<file path="config.mk">
export PLATFORM = sky130hd
export DESIGN_NAME = axi_lite_mem_initiator
export DESIGN_NICKNAME = d
export VERILOG_FILES = /design/src/rtl/axi_lite_mem_initiator.sv
export SDC_FILE = /design/constraint.sdc
export NUM_CORES = 1
export LEC_CHECK = 0
export CAP_MARGIN = 15
export CORE_ASPECT_RATIO = 0.6
export CORE_MARGIN = 1
export CORE_UTILIZATION = 40
export CTS_CLUSTER_DIAMETER = 120
export DETAILED_ROUTE_END_ITERATION = 6
export PLACE_DENSITY = 0.8
export SLEW_MARGIN = 20
export SYNTH_ARGS = -nofsm -noshare
export SYNTH_HDL_FRONTEND = slang
export SYNTH_SLANG_ARGS = --single-unit
</file>
<file path="constraint.sdc">
create_clock -name clk -period 2 [get_ports clk]
set_input_delay 0.6 -clock clk [delete_from_list [all_inputs] [get_ports clk]]
set_output_delay 0.6 -clock clk [all_outputs]
set_load 0.1 [all_outputs]
</file>
<file path="src/rtl/axi_lite_mem_initiator.sv">
`default_nettype none
// ============================================================================
//  Module   : axi_lite_mem_initiator
//  Brief    : AXI4-lite initiator bridging a picorv32-style native memory port
//             (mem_valid/mem_ready) onto AXI4-lite read/write channels. One
//             outstanding transaction at a time, with a sticky watchdog flag
//             for responders that stall.
//  Revision : 1.0 - initial release
// ============================================================================
module axi_lite_mem_initiator #(
    parameter int TIMEOUT_CYCLES = 1024,
    parameter int TIMEOUT_W      = 16
) (
    input  logic        clk,
    input  logic        resetn,
    // native memory port
    input  logic        mem_valid,
    input  logic        mem_instr,
    input  logic [31:0] mem_addr,
    input  logic [31:0] mem_wdata,
    input  logic [3:0]  mem_wstrb,
    output logic        mem_ready,
    output logic [31:0] mem_rdata,
    // AXI4-lite write address
    output logic        mem_axi_awvalid,
    input  logic        mem_axi_awready,
    output logic [31:0] mem_axi_awaddr,
    output logic [2:0]  mem_axi_awprot,
    // AXI4-lite write data
    output logic        mem_axi_wvalid,
    input  logic        mem_axi_wready,
    output logic [31:0] mem_axi_wdata,
    output logic [3:0]  mem_axi_wstrb,
    // AXI4-lite write response
    input  logic        mem_axi_bvalid,
    output logic        mem_axi_bready,
    // AXI4-lite read address
    output logic        mem_axi_arvalid,
    input  logic        mem_axi_arready,
    output logic [31:0] mem_axi_araddr,
    output logic [2:0]  mem_axi_arprot,
    // AXI4-lite read data
    input  logic        mem_axi_rvalid,
    output logic        mem_axi_rready,
    input  logic [31:0] mem_axi_rdata,
    // watchdog
    output logic        timeout_err
);

    typedef enum logic [2:0] {
        S_IDLE = 3'd0,
        S_WR   = 3'd1,
        S_WB   = 3'd2,
        S_RA   = 3'd3,
        S_RD   = 3'd4,
        S_DONE = 3'd5
    } state_t;

    state_t      state, state_nx;

    // latched request payload; drives the AXI address/data outputs directly
    logic [31:0] req_addr,  req_addr_nx;
    logic [31:0] req_wdata, req_wdata_nx;
    logic [3:0]  req_wstrb, req_wstrb_nx;
    logic        req_instr, req_instr_nx;

    // write-channel completion tracking (AW and W finish independently)
    logic        aw_done, aw_done_nx;
    logic        w_done,  w_done_nx;

    logic        awvalid_nx, wvalid_nx, bready_nx, arvalid_nx, rready_nx;
    logic        mem_ready_nx;
    logic [31:0] mem_rdata_nx;

    logic        aw_hs, w_hs, b_hs, ar_hs, r_hs;

    assign aw_hs = mem_axi_awvalid & mem_axi_awready;
    assign w_hs  = mem_axi_wvalid  & mem_axi_wready;
    assign b_hs  = mem_axi_bvalid  & mem_axi_bready;
    assign ar_hs = mem_axi_arvalid & mem_axi_arready;
    assign r_hs  = mem_axi_rvalid  & mem_axi_rready;

    assign mem_axi_awaddr = req_addr;
    assign mem_axi_araddr = req_addr;
    assign mem_axi_wdata  = req_wdata;
    assign mem_axi_wstrb  = req_wstrb;
    assign mem_axi_awprot = 3'b000;
    assign mem_axi_arprot = {req_instr, 2'b00};

    // State register and registered outputs; reset aborts any transaction
    always_ff @(posedge clk) begin
        if (!resetn) begin
            state           <= S_IDLE;
            req_addr        <= 32'd0;
            req_wdata       <= 32'd0;
            req_wstrb       <= 4'd0;
            req_instr       <= 1'b0;
            aw_done         <= 1'b0;
            w_done          <= 1'b0;
            mem_axi_awvalid <= 1'b0;
            mem_axi_wvalid  <= 1'b0;
            mem_axi_bready  <= 1'b0;
            mem_axi_arvalid <= 1'b0;
            mem_axi_rready  <= 1'b0;
            mem_ready       <= 1'b0;
            mem_rdata       <= 32'd0;
        end else begin
            state           <= state_nx;
            req_addr        <= req_addr_nx;
            req_wdata       <= req_wdata_nx;
            req_wstrb       <= req_wstrb_nx;
            req_instr       <= req_instr_nx;
            aw_done         <= aw_done_nx;
            w_done          <= w_done_nx;
            mem_axi_awvalid <= awvalid_nx;
            mem_axi_wvalid  <= wvalid_nx;
            mem_axi_bready  <= bready_nx;
            mem_axi_arvalid <= arvalid_nx;
            mem_axi_rready  <= rready_nx;
            mem_ready       <= mem_ready_nx;
            mem_rdata       <= mem_rdata_nx;
        end
    end

    // Next-state and next-output logic; every valid/ready holds unless changed
    always_comb begin
        state_nx     = state;
        req_addr_nx  = req_addr;
        req_wdata_nx = req_wdata;
        req_wstrb_nx = req_wstrb;
        req_instr_nx = req_instr;
        aw_done_nx   = aw_done;
        w_done_nx    = w_done;
        awvalid_nx   = mem_axi_awvalid;
        wvalid_nx    = mem_axi_wvalid;
        bready_nx    = mem_axi_bready;
        arvalid_nx   = mem_axi_arvalid;
        rready_nx    = mem_axi_rready;
        mem_ready_nx = 1'b0;
        mem_rdata_nx = mem_rdata;

        case (state)
            S_IDLE: begin
                aw_done_nx = 1'b0;
                w_done_nx  = 1'b0;
                if (mem_valid) begin
                    req_addr_nx  = mem_addr;
                    req_wdata_nx = mem_wdata;
                    req_wstrb_nx = mem_wstrb;
                    req_instr_nx = mem_instr;
                    if (mem_wstrb != 4'b0000) begin
                        state_nx   = S_WR;
                        awvalid_nx = 1'b1;
                        wvalid_nx  = 1'b1;
                    end else begin
                        state_nx   = S_RA;
                        arvalid_nx = 1'b1;
                    end
                end
            end
            S_WR: begin
                if (aw_hs) begin
                    awvalid_nx = 1'b0;
                    aw_done_nx = 1'b1;
                end
                if (w_hs) begin
                    wvalid_nx = 1'b0;
                    w_done_nx = 1'b1;
                end
                // handshakes in this very cycle count towards completion
                if ((aw_done || aw_hs) && (w_done || w_hs)) begin
                    state_nx  = S_WB;
                    bready_nx = 1'b1;
                end
            end
            S_WB: begin
                if (b_hs) begin
                    bready_nx    = 1'b0;
                    state_nx     = S_DONE;
                    mem_ready_nx = 1'b1;
                end
            end
            S_RA: begin
                if (ar_hs) begin
                    arvalid_nx = 1'b0;
                    rready_nx  = 1'b1;
                    state_nx   = S_RD;
                end
            end
            S_RD: begin
                if (r_hs) begin
                    mem_rdata_nx = mem_axi_rdata;
                    rready_nx    = 1'b0;
                    state_nx     = S_DONE;
                    mem_ready_nx = 1'b1;
                end
            end
            S_DONE: begin
                // mem_valid is deliberately not looked at here so a request
                // still held during the ready pulse is not issued twice
                state_nx = S_IDLE;
            end
            default: begin
                state_nx = S_IDLE;
            end
        endcase
    end

    generate
        if (TIMEOUT_CYCLES > 0) begin : g_watchdog
            localparam logic [TIMEOUT_W-1:0] C_LIMIT = TIMEOUT_W'(TIMEOUT_CYCLES);
            logic [TIMEOUT_W-1:0] wd_cnt;

            // Count busy cycles, saturate at the limit and latch the error flag
            always_ff @(posedge clk) begin
                if (!resetn) begin
                    wd_cnt      <= '0;
                    timeout_err <= 1'b0;
                end else begin
                    if (state == S_IDLE) begin
                        wd_cnt <= '0;
                    end else if (wd_cnt != C_LIMIT) begin
                        wd_cnt <= wd_cnt + TIMEOUT_W'(1);
                    end
                    if (wd_cnt == C_LIMIT) begin
                        timeout_err <= 1'b1;
                    end
                end
            end
        end else begin : g_no_watchdog
            assign timeout_err = 1'b0;
        end
    endgenerate

endmodule
`default_nettype wire

</file>
==> key figures <==
Outcome
  • Status: completed

Worst setup path
  • Critical Path, Cell by Cell: buf_12
  • Sum of buffers and inverters on the critical path: 1
  • Critical path's slowest cell: dfxtp_1
  • Maximum fanout along the worst path: 3
  • CP delay by family, top: flip-flops
  • Critical path type: reg2out
  • Startpoint types: register
  • CP required: 1.40 ns
  • Delay of the slowest cell on the worst path: around 0.5 ns
  • Critical Path End Type: output port
  • Crit path DAT: 1.13 ns

Min path
  • Hold Path Class: reg2reg

Die
  • Die area: 0.0132 sq mm
  • Io pins: between 200 and 300
  • Rows: 31
  • Initial Util: 0.416
  • Die Y: 89.5 microns
  • Core ar.: about 0.012 sq mm
  • Die width: 148 microns

Clock tree
  • Worst skew pair latency: 0.41 ns
  • CTS Root Cell: clkbuf_16
  • Clock Tree Buf Depth: 2
  • H-Tree Depth: 4
  • CTS clk-pin slew, worst paths: around 0.06 ns
  • CTS tree: yes
  • PostCTS Resize Cnt: 0
  • Post-CTS setup buffers: 0
  • CTS Hold Buffers Added: 0
  • Clock sinks: between 100 and 150
  • Inserted Clock Buffers: 17

Placement
  • Post-detail-place hpwl: 12,400 microns
  • Input/output buffers: around 250
  • Placed insts: 987
  • GP Congestion: 0.799
  • DP Area: 0.00891 sq mm

Synthesis
  • Post-synth top area share: 0.507
  • Yosys cell types: 41
  • Synthesis Warnings: 0
  • Synth area leader: dfxtp_1
  • Simple logic cell fraction of the synthesized area: 0.229
  • Synth Cell Area: roughly 0.0051 sq mm
  • Post-synth EDFFs: 0
  • Cells after synthesis: about 640
  • Asr flop ratio synth: 0
  • XOR/XNOR share of the synthesized area: 0.0172
  • Ranking of synthesized cells by area: dfxtp_1, nand2_1, a21oi_1
  • Yosys reg bits: around 130
  • Largest family of logic cells by synthesized area: simple AND/OR/NAND/NOR gates
  • Syn Area/Cell: roughly 8 sq um
  • Compound-Gate Fraction of Synth Area: 0.134
  • Mux cell area share after synthesis: 0.00589
  • Main synth FF type: dfxtp_1
  • Register area share after synthesis: 0.507
  • Post-synthesis adder-cell area fraction: 0.00491

Route
  • Final ANT Viol Nets: 0
  • DR iter-0 viols: 289
  • Vias per inst: 4.94
  • Final WL: 16,900 microns
  • Vias: 5,037
  • Number of remaining DRC errors: 0
  • Drt wl/cell: between 15 and 20 microns
  • Drt pass-1 iters: 5

Final layout
  • Fin cells: between 1,000 and 1,500
  • Most frequent cells in the layout: nand2_1, buf_12, dfxtp_1
  • Synth-to-layout area growth: 86.1%
  • Commonest non-fill, non-tap cell in the layout: nand2_1
  • Ant diodes: 0
  • Nets: 952
  • Layout cells sized above 1: 0.220
  • Design Area, Final: roughly 0.0095 sq mm
  • Filler cells: 796

Timing
  • RSZ-0062 raised after global routing: false
  • Slew @ Worst Pin: approximately 0.56 ns
  • Fmax: between 500 and 600 MHz
  • Clock Skew: 0.0128 ns
  • Post-route clock period utilization: 0.864
  • Final min period: between 1.5 and 2 ns
  • Fin. Hold Viols: 0
  • Max Slew Vio Count: 0
  • # setup viols final: 0
  • Worst slew margin: 0.623

Global route
  • Vias in the first global route: 4,841
  • First-pass GRT wire length: about 26,000 microns
  • Antenna violations before repair: 0
  • Gr usage total: 0.257
  • Gr ovfl total: 0
  • Largest net degree at the start of global routing: between 50 and 60

Power and ir drop
  • Pleak: 3.58 nW
  • Max VDD drop: around 750 uV
  • Power Dens Cells: 1290 mW/mm^2

Job
  • Max capacitance violation total: 0
==> Yosys cell counts, types with 2 or more instances <==
| cell type | number |
|---|---|
| or3_1 | 5 |
| a21oi_1 | 111 |
| clkbuf_1 | 19 |
| nor2_1 | 19 |
| a32oi_1 | 3 |
| and2_1 | 2 |
| o21a_1 | 2 |
| buf_4 | 42 |
| xor2_1 | 8 |
| nand4_1 | 6 |
| buf_2 | 13 |
| inv_1 | 8 |
| and4_1 | 3 |
| or4_1 | 2 |
| xnor2_1 | 2 |
| buf_6 | 3 |
| nor4b_1 | 2 |
| mux2i_1 | 3 |
| nand3_1 | 9 |
| a21boi_0 | 2 |
| nand2_1 | 216 |
| ha_1 | 2 |
| nor3_1 | 2 |
| dfxtp_1 | 129 |
| o21ai_0 | 7 |
==> routing by layer <==
layer / vias to the layer above / routed length [microns] / global-route usage
li1: 2454 / - / -
met1: 2362 / 6840 / 0.308
met2: 199 / 8410 / 0.446
met3: 22 / 1380 / 0.0862
met4: 0 / 248 / 0.0787
met5: - / 0 / 0
==> through the flow <==
stage | setup TNS [ns] | total power [mW] | hold slack, ns | util | setup WS [ns]
final | 0 | 12.2 | 0.482 | 0.774 | 0.273
after floorplan | 0 | 7.08 | 0.437 | - | 0.0269
after global routing | 0 | 12.7 | 0.511 | 0.774 | 0.197
after CTS | 0 | 12.3 | 0.483 | 0.774 | 0.264
after global placement | -0.187 | 9.16 | 0.466 | 0.727 | -0.0630
after detailed placement | -0.228 | 9.26 | 0.475 | 0.727 | -0.0774
==> worst paths after layout <==
kind,startpoint,end,slack (ns),depth (start not counted)
worst min register to register,timeout_err,timeout_err,0.48,2
worst max register to register,state[2],g_watchdog.wd_cnt[6],0.32,3
worst min-delay path,timeout_err,timeout_err,0.48,2
worst max-delay path,mem_axi_araddr[14],mem_axi_awaddr[14],0.27,1
==> kinds of logic (layout without fill, tap and decap cells) <==
logic type	count (synthesis)	in the layout
AOI/OAI and AO/OA	130	130
xor gates and xnor gates	10	10
adders and majority gates	2	2
buffers and inverters	86	300
DFF	129	129
muxes	3	3
other	1	5
and+or+nand+nor	275	275
==> sequential cells by signal, summed over array words and instances (netlist names) <==
signal / cells
w_done: 1
mem_axi_awvalid: 1
mem_axi_wdata: 32
mem_axi_rready: 1
state: 3
g_watchdog.wd_cnt: 16
req_instr: 1
mem_rdata: 32
timeout_err: 1
mem_axi_wvalid: 1
mem_ready: 1
mem_axi_araddr: 32
aw_done: 1
mem_axi_arvalid: 1
mem_axi_wstrb: 4
mem_axi_bready: 1
==> area by class of cell <==
type | instances | area [sq um] | share of cell area
clock buffer | 19 | 443 | 0.0467
inverter | 9 | 35.0 | 0.00369
multi-input combinational | 425 | 2020 | 0.212
tap | 165 | 206 | 0.0218
sequential | 129 | 2580 | 0.272
clock inverter | 13 | 138 | 0.0145
timing repair buffer | 259 | 4070 | 0.429
==> power breakdown <==
group	switching, mW	internal (mW)
clock	1.18	1.87
sequential	0.459	2.88
combinational	3.83	2.03
total	5.46	6.77
Power figures use the tool's default switching activity.
